### src/rtl/mem_arbiter_if.sv
`default_nettype none
// ============================================================================
// Module   : mem_arbiter_if
// Brief    : Bundle of the IFU, LSU and downstream memory signals around the
//            shared memory-port arbiter. The slave modport is the arbiter's
//            view; the master modport is the view of the surrounding core.
// Revision : 1.0 - initial release
// ============================================================================
interface mem_arbiter_if #(
  parameter int ADDR_W = 32,
  parameter int DATA_W = 32
);
  localparam int MASK_W = DATA_W / 8;

  // Instruction-fetch side
  logic              ifu_req;
  logic [ADDR_W-1:0] ifu_addr;
  logic              ifu_flush;
  logic              ifu_ready;
  logic              ifu_rvalid;
  logic [DATA_W-1:0] ifu_rdata;

  // Load/store side
  logic              lsu_req;
  logic              lsu_wen;
  logic [ADDR_W-1:0] lsu_addr;
  logic [DATA_W-1:0] lsu_wdata;
  logic [MASK_W-1:0] lsu_wmask;
  logic              lsu_ready;
  logic              lsu_rvalid;
  logic [DATA_W-1:0] lsu_rdata;

  // Downstream memory port
  logic              mem_req_valid;
  logic              mem_req_ready;
  logic [ADDR_W-1:0] mem_addr;
  logic              mem_wen;
  logic [DATA_W-1:0] mem_wdata;
  logic [MASK_W-1:0] mem_wmask;
  logic              mem_resp_valid;
  logic [DATA_W-1:0] mem_rdata;

  // Status towards the pipeline controller
  logic              bus_err;
  logic              if_stall;
  logic              mem_stall;

  modport slave (
    input  ifu_req, ifu_addr, ifu_flush,
    output ifu_ready, ifu_rvalid, ifu_rdata,
    input  lsu_req, lsu_wen, lsu_addr, lsu_wdata, lsu_wmask,
    output lsu_ready, lsu_rvalid, lsu_rdata,
    output mem_req_valid, mem_addr, mem_wen, mem_wdata, mem_wmask,
    input  mem_req_ready, mem_resp_valid, mem_rdata,
    output bus_err, if_stall, mem_stall
  );

  modport master (
    output ifu_req, ifu_addr, ifu_flush,
    input  ifu_ready, ifu_rvalid, ifu_rdata,
    output lsu_req, lsu_wen, lsu_addr, lsu_wdata, lsu_wmask,
    input  lsu_ready, lsu_rvalid, lsu_rdata,
    input  mem_req_valid, mem_addr, mem_wen, mem_wdata, mem_wmask,
    output mem_req_ready, mem_resp_valid, mem_rdata,
    input  bus_err, if_stall, mem_stall
  );
endinterface
`default_nettype wire

### src/rtl/mem_arbiter.sv
`default_nettype none
// ============================================================================
// Module   : mem_arbiter
// Brief    : Single-outstanding arbiter of the shared memory port between the
//            IFU and LSU. LSU has fixed priority. IDLE/REQ/WAIT sequencing,
//            IFU flush/drop handling and pipeline stall generation.
//            Optional watchdog abort enabled by defining MEM_ARB_TIMEOUT_EN.
// Revision : 1.0 - initial release
// ============================================================================
module mem_arbiter #(
  parameter int ADDR_W  = 32,
  parameter int DATA_W  = 32,
  parameter int TIMEOUT = 255
) (
  input  logic          clk,
  input  logic          rst,
  mem_arbiter_if.slave  bus
);
  localparam int MASK_W = DATA_W / 8;

  localparam logic [1:0] S_IDLE = 2'd0;
  localparam logic [1:0] S_REQ  = 2'd1;
  localparam logic [1:0] S_WAIT = 2'd2;

  logic [1:0]        state;
  logic [1:0]        state_nxt;
  logic              owner;     // 0 = IFU, 1 = LSU
  logic              drop;      // IFU response must be swallowed
  logic [ADDR_W-1:0] addr_q;
  logic              wen_q;
  logic [DATA_W-1:0] wdata_q;
  logic [MASK_W-1:0] wmask_q;

  logic busy;
  logic grant_lsu;
  logic grant_ifu;
  logic handshake;
  logic resp_done;
  logic abort;
  logic finish;

  assign busy      = (state != S_IDLE);
  assign grant_lsu = (state == S_IDLE) && bus.lsu_req;
  assign grant_ifu = (state == S_IDLE) && !bus.lsu_req && bus.ifu_req;
  assign handshake = (state == S_REQ) && bus.mem_req_ready;
  // Responses are only meaningful in WAIT; anything seen in IDLE/REQ is stale.
  assign resp_done = (state == S_WAIT) && bus.mem_resp_valid;
  assign finish    = resp_done || abort;

`ifdef MEM_ARB_TIMEOUT_EN
  localparam int CNT_W = (TIMEOUT < 2) ? 1 : $clog2(TIMEOUT + 1);
  logic [CNT_W-1:0] cnt;

  // Watchdog: restarts on every grant, counts each busy cycle
  always_ff @(posedge clk) begin
    if (rst || grant_lsu || grant_ifu) cnt <= '0;
    else if (busy)                     cnt <= cnt + CNT_W'(1);
  end

  // Fires in the cycle the count reaches TIMEOUT; a same-cycle response wins.
  assign abort = busy && (cnt == CNT_W'(TIMEOUT - 1)) && !resp_done;
`else
  logic unused_timeout;
  assign unused_timeout = ^TIMEOUT;
  assign abort          = 1'b0;
`endif

  // State register
  always_ff @(posedge clk) begin
    if (rst) state <= S_IDLE;
    else     state <= state_nxt;
  end

  // Next-state logic
  always_comb begin
    state_nxt = state;
    case (state)
      S_IDLE:  if (grant_lsu || grant_ifu) state_nxt = S_REQ;
      S_REQ:   if (abort) state_nxt = S_IDLE;
               else if (handshake) state_nxt = S_WAIT;
      S_WAIT:  if (finish) state_nxt = S_IDLE;
      default: state_nxt = S_IDLE;
    endcase
  end

  // Payload capture on grant, owner tracking and flush/drop bookkeeping
  always_ff @(posedge clk) begin
    if (rst) begin
      owner   <= 1'b0;
      drop    <= 1'b0;
      addr_q  <= '0;
      wen_q   <= 1'b0;
      wdata_q <= '0;
      wmask_q <= '0;
    end else if (grant_lsu) begin
      owner   <= 1'b1;
      drop    <= 1'b0;
      addr_q  <= bus.lsu_addr;
      wen_q   <= bus.lsu_wen;
      wdata_q <= bus.lsu_wdata;
      wmask_q <= bus.lsu_wmask;
    end else if (grant_ifu) begin
      owner   <= 1'b0;
      drop    <= 1'b0;
      addr_q  <= bus.ifu_addr;
      wen_q   <= 1'b0;
      wdata_q <= '0;
      wmask_q <= '0;
    end else if (finish) begin
      drop    <= 1'b0;
    end else if (busy && !owner && bus.ifu_flush) begin
      drop    <= 1'b1;
    end
  end

  // Outputs: grants, memory request, completion pass-through and stalls
  always_comb begin
    bus.ifu_ready     = !rst && grant_ifu;
    bus.lsu_ready     = !rst && grant_lsu;
    bus.mem_req_valid = !rst && (state == S_REQ);
    bus.mem_addr      = addr_q;
    bus.mem_wen       = wen_q;
    bus.mem_wdata     = wdata_q;
    bus.mem_wmask     = wmask_q;
    bus.bus_err       = !rst && abort;
    bus.lsu_rvalid    = !rst && finish && owner;
    // A flush arriving together with the response still kills it.
    bus.ifu_rvalid    = !rst && finish && !owner && !drop && !bus.ifu_flush;
    // Aborted transactions complete with zero data.
    bus.lsu_rdata     = (bus.lsu_rvalid && resp_done) ? bus.mem_rdata : '0;
    bus.ifu_rdata     = (bus.ifu_rvalid && resp_done) ? bus.mem_rdata : '0;
    bus.if_stall      = (bus.ifu_req || (busy && !owner && !drop)) && !bus.ifu_rvalid;
    bus.mem_stall     = (bus.lsu_req || (busy && owner)) && !bus.lsu_rvalid;
  end
endmodule
`default_nettype wire

### src/flat_wrapper.sv
// flat-port wrapper written by rule: the top's interface ports become plain ports
module mem_arbiter_flat 
#(
  parameter int ADDR_W  = 32,
  parameter int DATA_W  = 32,
  parameter int TIMEOUT = 255
)
  (clk, rst, bus_ifu_req, bus_ifu_addr, bus_ifu_flush, bus_ifu_ready, bus_ifu_rvalid, bus_ifu_rdata, bus_lsu_req, bus_lsu_wen, bus_lsu_addr, bus_lsu_wdata, bus_lsu_wmask, bus_lsu_ready, bus_lsu_rvalid, bus_lsu_rdata, bus_mem_req_valid, bus_mem_addr, bus_mem_wen, bus_mem_wdata, bus_mem_wmask, bus_mem_req_ready, bus_mem_resp_valid, bus_mem_rdata, bus_bus_err, bus_if_stall, bus_mem_stall);
  mem_arbiter_if #(.ADDR_W(ADDR_W), .DATA_W(DATA_W)) bus_i ();
  input  logic clk;
  input  logic rst;
  input wire logic [$bits(bus_i.ifu_req)-1:0] bus_ifu_req;
  input wire logic [$bits(bus_i.ifu_addr)-1:0] bus_ifu_addr;
  input wire logic [$bits(bus_i.ifu_flush)-1:0] bus_ifu_flush;
  output wire logic [$bits(bus_i.ifu_ready)-1:0] bus_ifu_ready;
  output wire logic [$bits(bus_i.ifu_rvalid)-1:0] bus_ifu_rvalid;
  output wire logic [$bits(bus_i.ifu_rdata)-1:0] bus_ifu_rdata;
  input wire logic [$bits(bus_i.lsu_req)-1:0] bus_lsu_req;
  input wire logic [$bits(bus_i.lsu_wen)-1:0] bus_lsu_wen;
  input wire logic [$bits(bus_i.lsu_addr)-1:0] bus_lsu_addr;
  input wire logic [$bits(bus_i.lsu_wdata)-1:0] bus_lsu_wdata;
  input wire logic [$bits(bus_i.lsu_wmask)-1:0] bus_lsu_wmask;
  output wire logic [$bits(bus_i.lsu_ready)-1:0] bus_lsu_ready;
  output wire logic [$bits(bus_i.lsu_rvalid)-1:0] bus_lsu_rvalid;
  output wire logic [$bits(bus_i.lsu_rdata)-1:0] bus_lsu_rdata;
  output wire logic [$bits(bus_i.mem_req_valid)-1:0] bus_mem_req_valid;
  output wire logic [$bits(bus_i.mem_addr)-1:0] bus_mem_addr;
  output wire logic [$bits(bus_i.mem_wen)-1:0] bus_mem_wen;
  output wire logic [$bits(bus_i.mem_wdata)-1:0] bus_mem_wdata;
  output wire logic [$bits(bus_i.mem_wmask)-1:0] bus_mem_wmask;
  input wire logic [$bits(bus_i.mem_req_ready)-1:0] bus_mem_req_ready;
  input wire logic [$bits(bus_i.mem_resp_valid)-1:0] bus_mem_resp_valid;
  input wire logic [$bits(bus_i.mem_rdata)-1:0] bus_mem_rdata;
  output wire logic [$bits(bus_i.bus_err)-1:0] bus_bus_err;
  output wire logic [$bits(bus_i.if_stall)-1:0] bus_if_stall;
  output wire logic [$bits(bus_i.mem_stall)-1:0] bus_mem_stall;
  assign bus_i.ifu_req = bus_ifu_req;
  assign bus_i.ifu_addr = bus_ifu_addr;
  assign bus_i.ifu_flush = bus_ifu_flush;
  assign bus_ifu_ready = bus_i.ifu_ready;
  assign bus_ifu_rvalid = bus_i.ifu_rvalid;
  assign bus_ifu_rdata = bus_i.ifu_rdata;
  assign bus_i.lsu_req = bus_lsu_req;
  assign bus_i.lsu_wen = bus_lsu_wen;
  assign bus_i.lsu_addr = bus_lsu_addr;
  assign bus_i.lsu_wdata = bus_lsu_wdata;
  assign bus_i.lsu_wmask = bus_lsu_wmask;
  assign bus_lsu_ready = bus_i.lsu_ready;
  assign bus_lsu_rvalid = bus_i.lsu_rvalid;
  assign bus_lsu_rdata = bus_i.lsu_rdata;
  assign bus_mem_req_valid = bus_i.mem_req_valid;
  assign bus_mem_addr = bus_i.mem_addr;
  assign bus_mem_wen = bus_i.mem_wen;
  assign bus_mem_wdata = bus_i.mem_wdata;
  assign bus_mem_wmask = bus_i.mem_wmask;
  assign bus_i.mem_req_ready = bus_mem_req_ready;
  assign bus_i.mem_resp_valid = bus_mem_resp_valid;
  assign bus_i.mem_rdata = bus_mem_rdata;
  assign bus_bus_err = bus_i.bus_err;
  assign bus_if_stall = bus_i.if_stall;
  assign bus_mem_stall = bus_i.mem_stall;
  mem_arbiter #(.ADDR_W(ADDR_W), .DATA_W(DATA_W), .TIMEOUT(TIMEOUT)) u_core (.clk(clk), .rst(rst), .bus(bus_i));
endmodule
### config.mk
export PLATFORM = sky130hd
export DESIGN_NAME = mem_arbiter_flat
export DESIGN_NICKNAME = d
export VERILOG_FILES = /design/src/rtl/mem_arbiter_if.sv /design/src/rtl/mem_arbiter.sv /design/src/flat_wrapper.sv
export SDC_FILE = /design/constraint.sdc
export NUM_CORES = 1
export LEC_CHECK = 0
export CORE_AREA = 2 2 109 111
export DETAILED_ROUTE_END_ITERATION = 8
export DIE_AREA = 0 0 111 113
export GPL_ROUTABILITY_DRIVEN = 0
export GPL_TIMING_DRIVEN = 0
export PLACE_DENSITY_LB_ADDON = 0.2
export RECOVER_POWER = 50
export SLEW_MARGIN = 10
export SYNTH_ARGS = -nofsm -noshare
export SYNTH_HDL_FRONTEND = slang
export SYNTH_SLANG_ARGS = --single-unit
### constraint.sdc
create_clock -name clk -period 1.92 [get_ports clk]
set_input_delay 0.384 -clock clk [delete_from_list [all_inputs] [get_ports clk]]
set_output_delay 0.384 -clock clk [all_outputs]
set_load 0.02 [all_outputs]
==> reports/metrics.yaml, run 1 <==
final.setup.worst_slack_ns: -0.302
globalRouteMet3Util: 0.0498
slowest_delay_ns: 0.34
mean_cell_area_of_the_mapped_netlist_sq_um: 10.4
fillers: 927
synth_top_cell_area_share: 0.420
nNetsFinal: 781
crit_type: "register to output pin"
sequentialPowerShare: 0.354
yosysWarnings: 0
standard_cell_core_area_sq_mm: 0.0113
fin_hold_ws_ns: 0.465
run_status: "finished with violations"
groute.usage.overall: 0.212
worst_clock_skew_ns: 0.00521
total_switching_power_mw: 1.36
die_width_microns: 111
synth_area_leaders: "dfxtp_1 42%, and2_1 12%, a211oi_2 11%"
grt_overflow: 0
irDropWorstVdd_v: 0.000405
io_buffer_count: 278
path_delay_family: "simple AND/OR/NAND/NOR gates"
grt_max_degree: 15
busiest_layer: "met2"
die-height_microns: 113
grt_setup_unrepaired: "yes"
clock_tree.htree_level_count: 3
synth.ff_latch_count: 73
cts_root_buf: "clkbuf_16"
crit_arrival_ns: 1.84
synth_cell_types: 26
max_slew.worst_pin.slew_ns: 0.737
finalMaxSlewViolations: 0
diodes_inserted: 0
antenna_found_initial: 0
synth-main-ff-cell: "dfxtp_1"
ys_async_sr_fraction: 0
cts_num_sinks: 73
detail_route.iter0.violations: 104
detailedPlacementHpwl_microns: 10400
max-cap-violations: 0
syn_nets: 474
synth.most_common_cell: "dfxtp_1"
violations: "setup timing"
combPwrFrac: 0.272
overall_die_area_sq_mm: 0.0125
synth.cells.most_frequent: "73 x dfxtp_1, 64 x and2_1, 37 x a22o_1"
slew_headroom: 0.509
route.detailed.vias_per_inst: 4.82
clock.fmax_mhz: 450
critical_path.cell_chain: "nand3b_1, nor4b_4, buf_6, clkbuf_8, and2_1, buf_4"
clkSlewWorstSetupHoldPaths_ns: 0.06
insertion_delay_ns: 0.33
holdBufCountCts: 0
route.vias.total: 3803
global_route.usage.met2: 0.405
static-leakage-power_nw: 3.11
critical_path_required_ns: 1.54
yosysTopAreaCell: "dfxtp_1"
groute.layer.met1.usage: 0.225
start_util: 0.309
vias_in_the_first_global_route: 3925
internal_power_mw: 3.52
drcViolationCount: 0
hold_viol_final: 0
drt_pass1_iterations: 4
power.share.switching: 0.279
critPathMaxFanout: 8
min_path_type: "register to register"
grt_pass1_wl_microns: 21000
endpoint_kind: "output pin"
synth_cells: 334
cts_buffer_depth: 2
power.density_mw_per_mm2: 677
avgRoutedWirePerCell_microns: 17.5
numCtsBuffers: 9
synthToLayoutAreaGrowth_pct: 107
clockPowerShare: 0.374
cp.buffers_inverters: 3
portion_of_the_clock_cycle_consumed_by_the_worst_path_in_the_final_layout: 1.16
area_of_the_mapped_netlist_sq_mm: 0.00348
tritoncts: "built"
synth-edff-count: 0
setup_viol: 91
wl_microns: 13800
placement_rows: 39
antenna_violation_net_count_after_detailed_routing: 0
place_worst_setup_slack_ns: -1.23
worst_setup_path_start_kind: "register"
timing.critical_path.slowest_stage_cell: "dfxtp_4"
io_pins: 281
finalCriticalPeriod_ns: 2.22
final_layout_size_suffix_gt1_frac: 0.344
synth_sequential_area_ratio: 0.420
==> registers in the layout, indices dropped and copies added, names as in the netlist <==
| signal | count |
|---|---|
| u_core.bus.mem_addr | 32 |
| u_core.bus.mem_wdata | 32 |
| u_core.bus.mem_wen | 1 |
| u_core.bus.mem_wmask | 4 |
| u_core.drop | 1 |
| u_core.owner | 1 |
| u_core.state | 2 |
==> layout by cell type, fill, tap and decap left out <==
cell type / instances
clkinv_2: 1
clkbuf_8: 4
dfxtp_4: 1
nor4b_4: 1
a211oi_2: 30
a22o_1: 37
dlygate4sd3_1: 38
clkbuf_16: 9
or3b_4: 1
buf_2: 6
a21oi_2: 1
dfxtp_2: 1
buf_6: 78
or2_1: 2
buf_8: 3
and2_4: 53
nor3_4: 1
clkbuf_1: 9
bufinv_16: 2
and2_1: 11
clkinv_4: 1
a22oi_1: 1
dfxtp_1: 71
nand2_1: 1
inv_6: 3
buf_4: 22
nor2_2: 1
mux2i_1: 32
clkdlybuf4s50_1: 166
nand3b_1: 2
a211oi_1: 2
o211a_1: 1
clkbuf_2: 2
dlygate4sd2_1: 3
nor2_1: 6
conb_1: 1
nor3b_1: 4
and2_0: 1
a21oi_1: 36
nor3b_4: 1
==> what timing repair did <==
action | in CTS | in global routing
pin swaps | 26 | 11
buffers inserted | 11 | 4
endpoints found under the setup margin | 71 | 92
gates resized for setup | 472 | 51
gates cloned | 3 | 0
==> worst paths after layout <==
check                                       startpoint                                     to  slack [ns]  cells after the start
setup / recovery          u_core.state[0]$_SDFFE_PP0P_                       bus_ifu_rdata[5]       -0.30                      6
hold / removal    u_core.bus.mem_wdata[6]$_SDFFE_PP0P_   u_core.bus.mem_wdata[6]$_SDFFE_PP0P_        0.47                      1
setup reg to reg          u_core.state[0]$_SDFFE_PP0P_  u_core.bus.mem_wdata[12]$_SDFFE_PP0P_       -0.09                      9
hold reg to reg   u_core.bus.mem_wdata[6]$_SDFFE_PP0P_   u_core.bus.mem_wdata[6]$_SDFFE_PP0P_        0.47                      1
==> layout make-up <==
cell class	instances	area [sq um]	share of cell area
Sequential cell	73	1470	0.204
Buffer	35	277	0.0384
Timing Repair Buffer	296	3010	0.418
Clock inverter	7	100	0.0139
Clock buffer	9	225	0.0313
Multi-Input combinational cell	226	1940	0.270
Tap cell	143	179	0.0248
==> power groups by stage <==
stage	clock network (mW)	registers (mW)	logic, mW
4_1_cts	1.86	1.73	1.35
2_1_floorplan	0	1.92	0.466
3_3_place_gp	0	1.76	1.30
5_1_grt	1.92	1.75	1.41
3_5_place_dp	0	1.76	1.31
6_report	1.82	1.73	1.33
==> metal layers <==
metal / routed length [microns] / vias up
li1: - / 1823
met3: 829 / 18
met1: 5200 / 1796
met2: 7470 / 166
met4: 278 / 0
met5: 0 / -
==> metrics by stage <==
step,util,TNS [ns],total power [mW],instances,area [sq um]
4_1_cts,0.627,-19.93,4.94,785,7070
2_1_floorplan,-,0,2.39,334,3480
5_1_grt,0.639,-29.45,5.08,789,7200
3_5_place_dp,0.571,-77.00,3.08,755,6440
6_report,0.639,-18.72,4.88,789,7200
3_3_place_gp,0.571,-73.46,3.05,755,6440
==> cell families after synthesis <==
family | share of synthesized area
AOI/OAI and AO/OA | 0.265
buffers and inverters | 0.0626
DFF | 0.420
muxes | 0.0921
other | 0.00108
and+or+nand+nor | 0.159
(Power assumes the default switching activity.)
==> inputs of run 2 (changes only) <==
--- a/config.mk
+++ b/config.mk
@@ -5,13 +5,13 @@
 export SDC_FILE = /design/constraint.sdc
 export NUM_CORES = 1
 export LEC_CHECK = 0
-export CORE_AREA = 2 2 109 111
+export CORE_AREA = 2 2 108 110
 export DETAILED_ROUTE_END_ITERATION = 8
-export DIE_AREA = 0 0 111 113
+export DIE_AREA = 0 0 110 112
 export GPL_ROUTABILITY_DRIVEN = 0
 export GPL_TIMING_DRIVEN = 0
 export PLACE_DENSITY_LB_ADDON = 0.2
-export RECOVER_POWER = 50
+export RECOVER_POWER = 100
 export SLEW_MARGIN = 10
 export SYNTH_ARGS = -nofsm -noshare
 export SYNTH_HDL_FRONTEND = slang
==> constraint.sdc (replaced) <==
create_clock -name clk -period 2.7 [get_ports clk]
set_input_delay 0.54 -clock clk [delete_from_list [all_inputs] [get_ports clk]]
set_output_delay 0.54 -clock clk [all_outputs]
set_load 0.02 [all_outputs]
==> run 2 against run 1 <==
  * The flow now finishes without violations
  * Sequential share of layout area grew 1.7 points
  * Non-clock buffer count shrank 10
  * Cell count shrank 1.3%
  * Clock skew grew 0.0012 ns
  * Global-route usage shrank 0.15 points
  * Critical path type is now input port to output pin
  * Critical endpoint is now bus_ifu_ready
  * Highest routed layer is now met5
==> reports/metrics.yaml, run 2 (synthesis results as in run 1) <==
grt_overflow: 0  # unchanged
fin_area_sq_mm: 0.00662  # was 0.00720 sq mm
hold_viol_final: 0  # unchanged
max_slew.worst_pin.slew_ns: 0.666  # was 0.737 ns
grt_max_degree: 14  # was 15
timing.critical_path.slowest_stage_cell: "dlygate4sd3_1"  # was dfxtp_4
route.detailed.vias_per_inst: 4.72  # was 4.82
multi_input_comb_area_sq_mm: 0.00177  # was 0.00194 sq mm
worst_setup_path_start_kind: "input port"  # was register
power.density_mw_per_mm2: 527  # was 677 mW/mm^2
tritoncts: "built"  # unchanged
crit_type: "input port to output pin"  # was register to output pin
grt_pass1_wl_microns: 19700  # was 21,000 microns
worst-r2r-cell-count: 6  # was 9
seq_area_sq_mm: 0.00146  # was 0.00147 sq mm
worstHoldStart: "u_core.bus.mem_wdata[17]$_SDFFE_PP0P_"  # was u_core.bus.mem_wdata[6]$_SDFFE_PP0P_
placed_area_sq_mm: 0.00644  # unchanged
cts_buffer_depth: 2  # unchanged
synthToLayoutAreaGrowth_pct: 90.2  # was 107%
layout_commonest_cell: "clkdlybuf4s50_1"  # unchanged
slowest_delay_ns: 0.59  # was 0.34 ns
worst_clock_skew_ns: 0.00645  # was 0.00521 ns
clkSlewWorstSetupHoldPaths_ns: 0.06  # about the same
groute.usage.overall: 0.210  # was 0.212
timing.rr.start: "u_core.state[1]$_SDFFE_PP0P_"  # was u_core.state[0]$_SDFFE_PP0P_
vias_in_the_first_global_route: 3720  # was 3,925
clockPowerShare: 0.398  # was 0.374
numCtsBuffers: 9  # unchanged
detailedPlacementHpwl_microns: 10600  # was 10,400 microns
crit_arrival_ns: 2.07  # was 1.84 ns
io_pins: 281  # unchanged
drcViolationCount: 0  # unchanged
final_layout_size_suffix_gt1_frac: 0.137  # was 0.344
run_status: "complete, no violations"  # was finished with violations
cts_num_sinks: 73  # unchanged
wl_microns: 13300  # was 13,800 microns
combPwrFrac: 0.250  # was 0.272
antenna_found_initial: 1  # was 0
max-cap-violations: 0  # unchanged
nNetsFinal: 771  # was 781
endpoint_kind: "output pin"  # unchanged
route.vias.total: 3678  # was 3,803
clock.fmax_mhz: 383
holdBufCountCts: 0  # unchanged
worst_setup_path_endpoint: "bus_ifu_ready"  # was bus_ifu_rdata[5]
min_path_type: "register to register"  # unchanged
sequentialPowerShare: 0.353  # was 0.354
detail_route.iter0.violations: 111  # was 104
die_width_microns: 110  # was 111 microns
overall_die_area_sq_mm: 0.0123  # was 0.0125 sq mm
insertion_delay_ns: 0.34  # was 0.33 ns
finalCriticalPeriod_ns: 2.61
r2r_slack_ns: 0.91  # was -0.09 ns
utilization: 0.592  # was 0.639
timing.rr.end: "u_core.bus.mem_wdata[23]$_SDFFE_PP0P_"  # was u_core.bus.mem_wdata[12]$_SDFFE_PP0P_
critical_path_required_ns: 2.16  # was 1.54 ns
static-leakage-power_nw: 2.98  # was 3.11 nW
fillers: 1029  # was 927
diodes_inserted: 0  # unchanged
antenna_violation_net_count_after_detailed_routing: 0  # unchanged
start_util: 0.311  # was 0.309
slew_headroom: 0.556  # was 0.509
portion_of_the_clock_cycle_consumed_by_the_worst_path_in_the_final_layout: 0.968
die-height_microns: 112  # was 113 microns
placement_rows: 39  # unchanged
standard_cell_core_area_sq_mm: 0.0112  # was 0.0113 sq mm
cts_root_buf: "clkbuf_16"  # unchanged
power.share.switching: 0.270  # was 0.279
internal_power_mw: 2.54  # was 3.52 mW
total_switching_power_uw: 941  # was 1.36 mW
io_buffer_count: 278  # unchanged
setup_viol: 0  # was 91
drt_pass1_iterations: 4  # unchanged
avgRoutedWirePerCell_microns: 17.1  # was 17.5 microns
layout_common_cells: "135 x clkdlybuf4s50_1, 72 x dfxtp_1, 71 x dlygate4sd3_1, 59 x and2_1"  # was 166 x clkdlybuf4s50_1, 78 x buf_6, 71 x dfxtp_1, 53 x and2_4, 38 x dlygate4sd3_1
worst_setup_sp: "bus_ifu_req"  # was u_core.state[0]$_SDFFE_PP0P_
critical_path.cell_chain: "dlygate4sd3_1, or3b_1, nor3_1, dlygate4sd2_1"  # was nand3b_1, nor4b_4, buf_6, clkbuf_8, and2_1, buf_4
finalMaxSlewViolations: 0  # unchanged
clock_tree.htree_level_count: 3  # unchanged
grt_setup_unrepaired: "no"  # was yes
critPathMaxFanout: 3  # was 8
irDropWorstVdd_v: 0.000354  # was 0.000405 V
[run 2: cell count changes in the layout (fill, tap and decap cells not counted), sizes merged]
cell / before / now
buf: 109 / 32
dlygate4sd2: 3 / 36
dlygate4sd3: 38 / 71
clkdlybuf4s50: 166 / 135
clkbuf: 24 / 54
clkdlybuf4s15: 0 / 3
inv: 3 / 1
bufinv: 2 / 3
clkinv: 2 / 1
clkinvlp: 0 / 1
[run 2: repair_timing]
item / 4_1_cts / 5_1_grt
pin swaps: 2 / 1
setup endpoints to repair: 71 / 34
endpoints found under the hold margin: 0 / 0
resized for setup: 175 / 21
buffers inserted: 7 / 0
cloned: 1 / 0
[run 2: power by group through the flow]
stage | clock network [mW] | registers [mW] | logic [mW]
3_5_place_dp | 0 | 1.25 | 0.934
5_1_grt | 1.46 | 1.24 | 0.927
6_report | 1.39 | 1.23 | 0.870
3_3_place_gp | 0 | 1.25 | 0.920
4_1_cts | 1.40 | 1.23 | 0.934
2_1_floorplan | 0 | 1.37 | 0.331
[run 2: per-layer routing]
metal	vias to the layer above	global-route usage	wire length, microns
met3	21	0.0603	1250
met4	2	0.0819	259
li1	1797	-	-
met2	167	0.384	6890
met1	1691	0.222	4870
met5	-	0	13
[run 2: critical path, delay by kind of cell]
kind                   cells  cell delay [ns]
buffers and inverters      2             0.97
AND/OR/NAND/NOR            2             0.56
[run 2: worst min-delay path by stage]
stage	end	slack, ns	cells past startpoint
after floorplan	u_core.drop$_SDFFE_PP0P_	0.47	1
after global placement	u_core.bus.mem_wdata[18]$_SDFFE_PP0P_	0.46	1
after detailed placement	u_core.bus.mem_wdata[30]$_SDFFE_PP0P_	0.45	1
after CTS	u_core.bus.mem_wdata[17]$_SDFFE_PP0P_	0.48	1
after global routing	u_core.bus.mem_wdata[30]$_SDFFE_PP0P_	0.48	1
final	u_core.bus.mem_wdata[17]$_SDFFE_PP0P_	0.46	1
[run 2: stage by stage]
step | setup TNS (ns) | instances | power [mW] | worst slack [ns] | hold slack (ns)
after floorplan | 0 | 334 | 1.70 | 0.634 | 0.473
final | 0 | 779 | 3.48 | 0.0860 | 0.465
after global placement | -35.63 | 755 | 2.17 | -0.637 | 0.455
after detailed placement | -37.08 | 755 | 2.19 | -0.643 | 0.453
after CTS | 0 | 779 | 3.57 | 0.0105 | 0.476
after global routing | 0 | 779 | 3.62 | 0.00549 | 0.477
[run 2: final cells by class]
class / instances / share of cell area
flip-flops and latches: 73 / 0.221
repair buffers: 286 / 0.397
clock inverters: 6 / 0.0174
plain buffers: 35 / 0.0357
clock buffers: 10 / 0.0346
well taps: 143 / 0.0270
multi-input cells: 226 / 0.267
==> inputs of run 3 (changes only) <==
--- a/config.mk
+++ b/config.mk
@@ -5,9 +5,10 @@
 export SDC_FILE = /design/constraint.sdc
 export NUM_CORES = 1
 export LEC_CHECK = 0
-export CORE_AREA = 2 2 108 110
+export ABC_AREA = 1
+export CORE_AREA = 2 2 109 111
 export DETAILED_ROUTE_END_ITERATION = 8
-export DIE_AREA = 0 0 110 112
+export DIE_AREA = 0 0 111 113
 export GPL_ROUTABILITY_DRIVEN = 0
 export GPL_TIMING_DRIVEN = 0
 export PLACE_DENSITY_LB_ADDON = 0.2
==> run 3 against run 2 <==
  * Combinational power up 10%
  * Flip-flop and latch count did not move
  * Cell count grew 33%
  * Sequential share of layout area down 0.22 points
  * Register-to-register slack got worse by 0.22 ns
  * Clock-buffer cell count stayed put
  * Clock skew fell by 0.00079 ns
  * Power decreased by 0.15%
  * Die area up 1.8%
  * Via count increased by 28%
  * Non-clock buffer count is 3 lower
  * Hold slack improved by 0.0037 ns
  * Critical path type unchanged
  * Highest routed layer is now met4
==> reports/metrics.yaml, run 3 <==
run_status: "complete, no violations"  # unchanged
worst_setup_path_start_kind: "input port"  # unchanged
drcViolationCount: 0  # unchanged
r2r_slack_ns: 0.69  # was 0.91 ns
min_path_type: "register to register"  # unchanged
synth.ff_latch_count: 73  # unchanged
synth_sequential_area_ratio: 0.400  # was 0.420
cts_root_buf: "clkbuf_16"  # unchanged
syn_nets: 735  # was 474
endpoint_kind: "output pin"  # unchanged
grt_max_degree: 14  # unchanged
layout_commonest_cell: "nand2_1"  # was clkdlybuf4s50_1
synth-edff-count: 0  # unchanged
synth_cells: 595  # was 334
final_layout_size_suffix_gt1_frac: 0.0865  # was 0.137
start_util: 0.324  # was 0.311
power.share.switching: 0.299  # was 0.270
p_total_mw: 3.48  # about the same
setup_viol: 0  # unchanged
die_width_microns: 111  # was 110 microns
yosysWarnings: 0  # unchanged
drt_pass1_iterations: 4  # unchanged
hold_viol_final: 0  # unchanged
die-height_microns: 113  # was 112 microns
standard_cell_core_area_sq_mm: 0.0113  # was 0.0112 sq mm
antenna_violation_net_count_after_detailed_routing: 0  # unchanged
crit_type: "input port to output pin"  # unchanged
tritoncts: "built"  # unchanged
vias_in_the_first_global_route: 4677  # was 3,720
clkSlewWorstSetupHoldPaths_ns: 0.05  # was 0.06 ns
numCtsBuffers: 9  # unchanged
route.vias.total: 4717  # was 3,678
grt_setup_unrepaired: "yes"  # was no
internal_power_mw: 2.44  # was 2.54 mW
globalRouteMet3Util: 0.0675  # was 0.0603
slew_headroom: 0.647  # was 0.556
total_switching_power_mw: 1.04  # was 941 uW
holdBufCountCts: 0  # unchanged
ys_async_sr_fraction: 0  # unchanged
timing.critical_path.slowest_stage_cell: "clkdlybuf4s50_1"  # was dlygate4sd3_1
global_route.usage.met2: 0.447  # was 0.384
mean_cell_area_of_the_mapped_netlist_sq_um: 6.14  # was 10.4 sq um
busiest_layer: "met2"  # unchanged
critical_path.cell_chain: "clkdlybuf4s50_1, nand3_1, nor2_2, nand2_1, clkbuf_4, inv_1, dlygate4sd2_1"  # was dlygate4sd3_1, or3b_1, nor3_1, dlygate4sd2_1
avgRoutedWirePerCell_microns: 15.0  # was 17.1 microns
synth_area_leaders: "dfxtp_1 40%, nand2_1 18%, nand3_1 12%"  # was dfxtp_1 42%, and2_1 12%, a211oi_2 11%
synthToLayoutAreaGrowth_pct: 82.8  # was 90.2%
groute.layer.met1.usage: 0.253  # was 0.222
path_delay_family: "buffers and inverters"  # unchanged
final.setup.worst_slack_ns: 0.0638  # was 0.0860 ns
nNetsFinal: 1025  # was 771
grt_pass1_wl_microns: 23800  # was 19,700 microns
fin_hold_ws_ns: 0.468  # was 0.465 ns
crit_arrival_ns: 2.10  # was 2.07 ns
insertion_delay_ns: 0.34  # about the same
critical_path_required_ns: 2.16  # about the same
yosysTopAreaCell: "dfxtp_1"  # unchanged
route.detailed.vias_per_inst: 4.56  # was 4.72
critPathMaxFanout: 10  # was 3
max-cap-violations: 0  # unchanged
area_of_the_mapped_netlist_sq_mm: 0.00365  # was 0.00348 sq mm
groute.usage.overall: 0.240  # was 0.210
place_worst_setup_slack_ns: -0.291  # was -0.643 ns
placement_rows: 39  # unchanged
io_pins: 281  # unchanged
cts_num_sinks: 73  # unchanged
wl_microns: 15500  # was 13,300 microns
max_slew.worst_pin.slew_ns: 0.529  # was 0.666 ns
synth_cell_types: 20  # was 26
cts_buffer_depth: 2  # unchanged
slowest_delay_ns: 0.49  # was 0.59 ns
detail_route.iter0.violations: 252  # was 111
antenna_found_initial: 1  # unchanged
detailedPlacementHpwl_microns: 12700  # was 10,600 microns
clock.fmax_mhz: 379  # was 383 MHz
irDropWorstVdd_v: 0.000308  # was 0.000354 V
synth.cells.most_frequent: "174 x nand2_1, 95 x nor2_1, 90 x inv_1, 90 x nand3_1, 73 x dfxtp_1"  # was 73 x dfxtp_1, 64 x and2_1, 37 x a22o_1
worst_clock_skew_ns: 0.00567  # was 0.00645 ns
synth_top_cell_area_share: 0.400  # was 0.420
synth-main-ff-cell: "dfxtp_1"  # unchanged
combPwrFrac: 0.276  # was 0.250
cp.buffers_inverters: 4  # was 2
overall_die_area_sq_mm: 0.0125  # was 0.0123 sq mm
static-leakage-power_nw: 3.57  # was 2.98 nW
io_buffer_count: 277  # was 278
synth.most_common_cell: "nand2_1"  # was dfxtp_1
portion_of_the_clock_cycle_consumed_by_the_worst_path_in_the_final_layout: 0.976  # was 0.968
clock_tree.htree_level_count: 3  # unchanged
sequentialPowerShare: 0.354  # was 0.353
power.density_mw_per_mm2: 521  # was 527 mW/mm^2
clockPowerShare: 0.370  # was 0.398
finalMaxSlewViolations: 0  # unchanged
finalCriticalPeriod_ns: 2.64  # was 2.61 ns
grt_overflow: 0  # unchanged
layout_common_cells: "173 x nand2_1, 138 x clkdlybuf4s50_1, 94 x nor2_1, 91 x inv_1, 90 x nand3_1"  # was 135 x clkdlybuf4s50_1, 72 x dfxtp_1, 71 x dlygate4sd3_1, 59 x and2_1
## run 3: cell types whose count changed after synthesis, moves of 7 or more
cell	delta
mux2i_1	-32
nor2_1	+89
a211oi_2	-30
buf_6	-7
buf_2	+7
a22o_1	-37
and2_1	-64
a21oi_1	-17
clkbuf_1	-7
nand3_1	+90
nand2_1	+173
inv_1	+90
## run 3: logic make-up after synthesis
kind of cell	Yosys count	share of synthesized area
simple gates	364	0.409
other cells	1	0.00103
buf+inv	132	0.153
flops	73	0.400
compound gates	25	0.0370
## run 3: area by class of cell
cell class	count	area, sq um
sequential	73	1460
timing repair buffer	279	2550
clock buffer	10	229
inverter	93	349
buffer	39	186
fill	1124	4590
tap	143	179
antenna	1	2.50
clock inverter	6	90.1
multi-input combinational	390	1630
## run 3: path summary, 6_finish.rpt
kind | start | end | depth (start not counted)
setup / recovery | bus_mem_resp_valid | bus_ifu_rvalid | 7
hold / removal | u_core.bus.mem_wdata[19]$_SDFFE_PP0P_ | u_core.bus.mem_wdata[19]$_SDFFE_PP0P_ | 2
setup reg to reg | u_core.state[1]$_SDFFE_PP0P_ | u_core.bus.mem_wdata[20]$_SDFFE_PP0P_ | 7
hold reg to reg | u_core.bus.mem_wdata[19]$_SDFFE_PP0P_ | u_core.bus.mem_wdata[19]$_SDFFE_PP0P_ | 2
## run 3: per-stage QoR
stage | setup TNS [ns] | instances | util | area [sq um]
after global routing | -0.164 | 1033 | 0.592 | 6680
after detailed placement | -15.21 | 1015 | 0.586 | 6610
after global placement | -13.41 | 1015 | 0.586 | 6610
after CTS | 0 | 1031 | 0.607 | 6850
final | 0 | 1034 | 0.592 | 6680
after floorplan | 0 | 595 | - | 3650
## run 3: power by group through the flow
stage	Sequential (mW)	Combinational, mW	Clock [mW]
2_1_floorplan	1.37	0.362	0
3_5_place_dp	1.26	1.01	0
3_3_place_gp	1.25	0.992	0
5_1_grt	1.24	1.05	1.36
4_1_cts	1.23	1.01	1.32
6_report	1.23	0.960	1.29
## run 3: what timing repair did
item                                   in CTS  in global routing
endpoints found under the hold margin       0                  0
resized for setup                          74                 90
setup buffers                               0                  2
setup endpoints to repair                  68                 61
pin swaps                                   0                  1
## run 3: routing by layer
layer / share of wire / wire length (microns)
met1: 0.38 / 5910
met2: 0.50 / 7800
met3: 0.081 / 1250
met4: 0.032 / 501
met5: 0 / 0
## run 3: worst min-delay path, delay by kind of cell, from the launching register on
family           cells  cell delay [ns]
DFF                  1             0.30
and+or+nand+nor      2             0.12
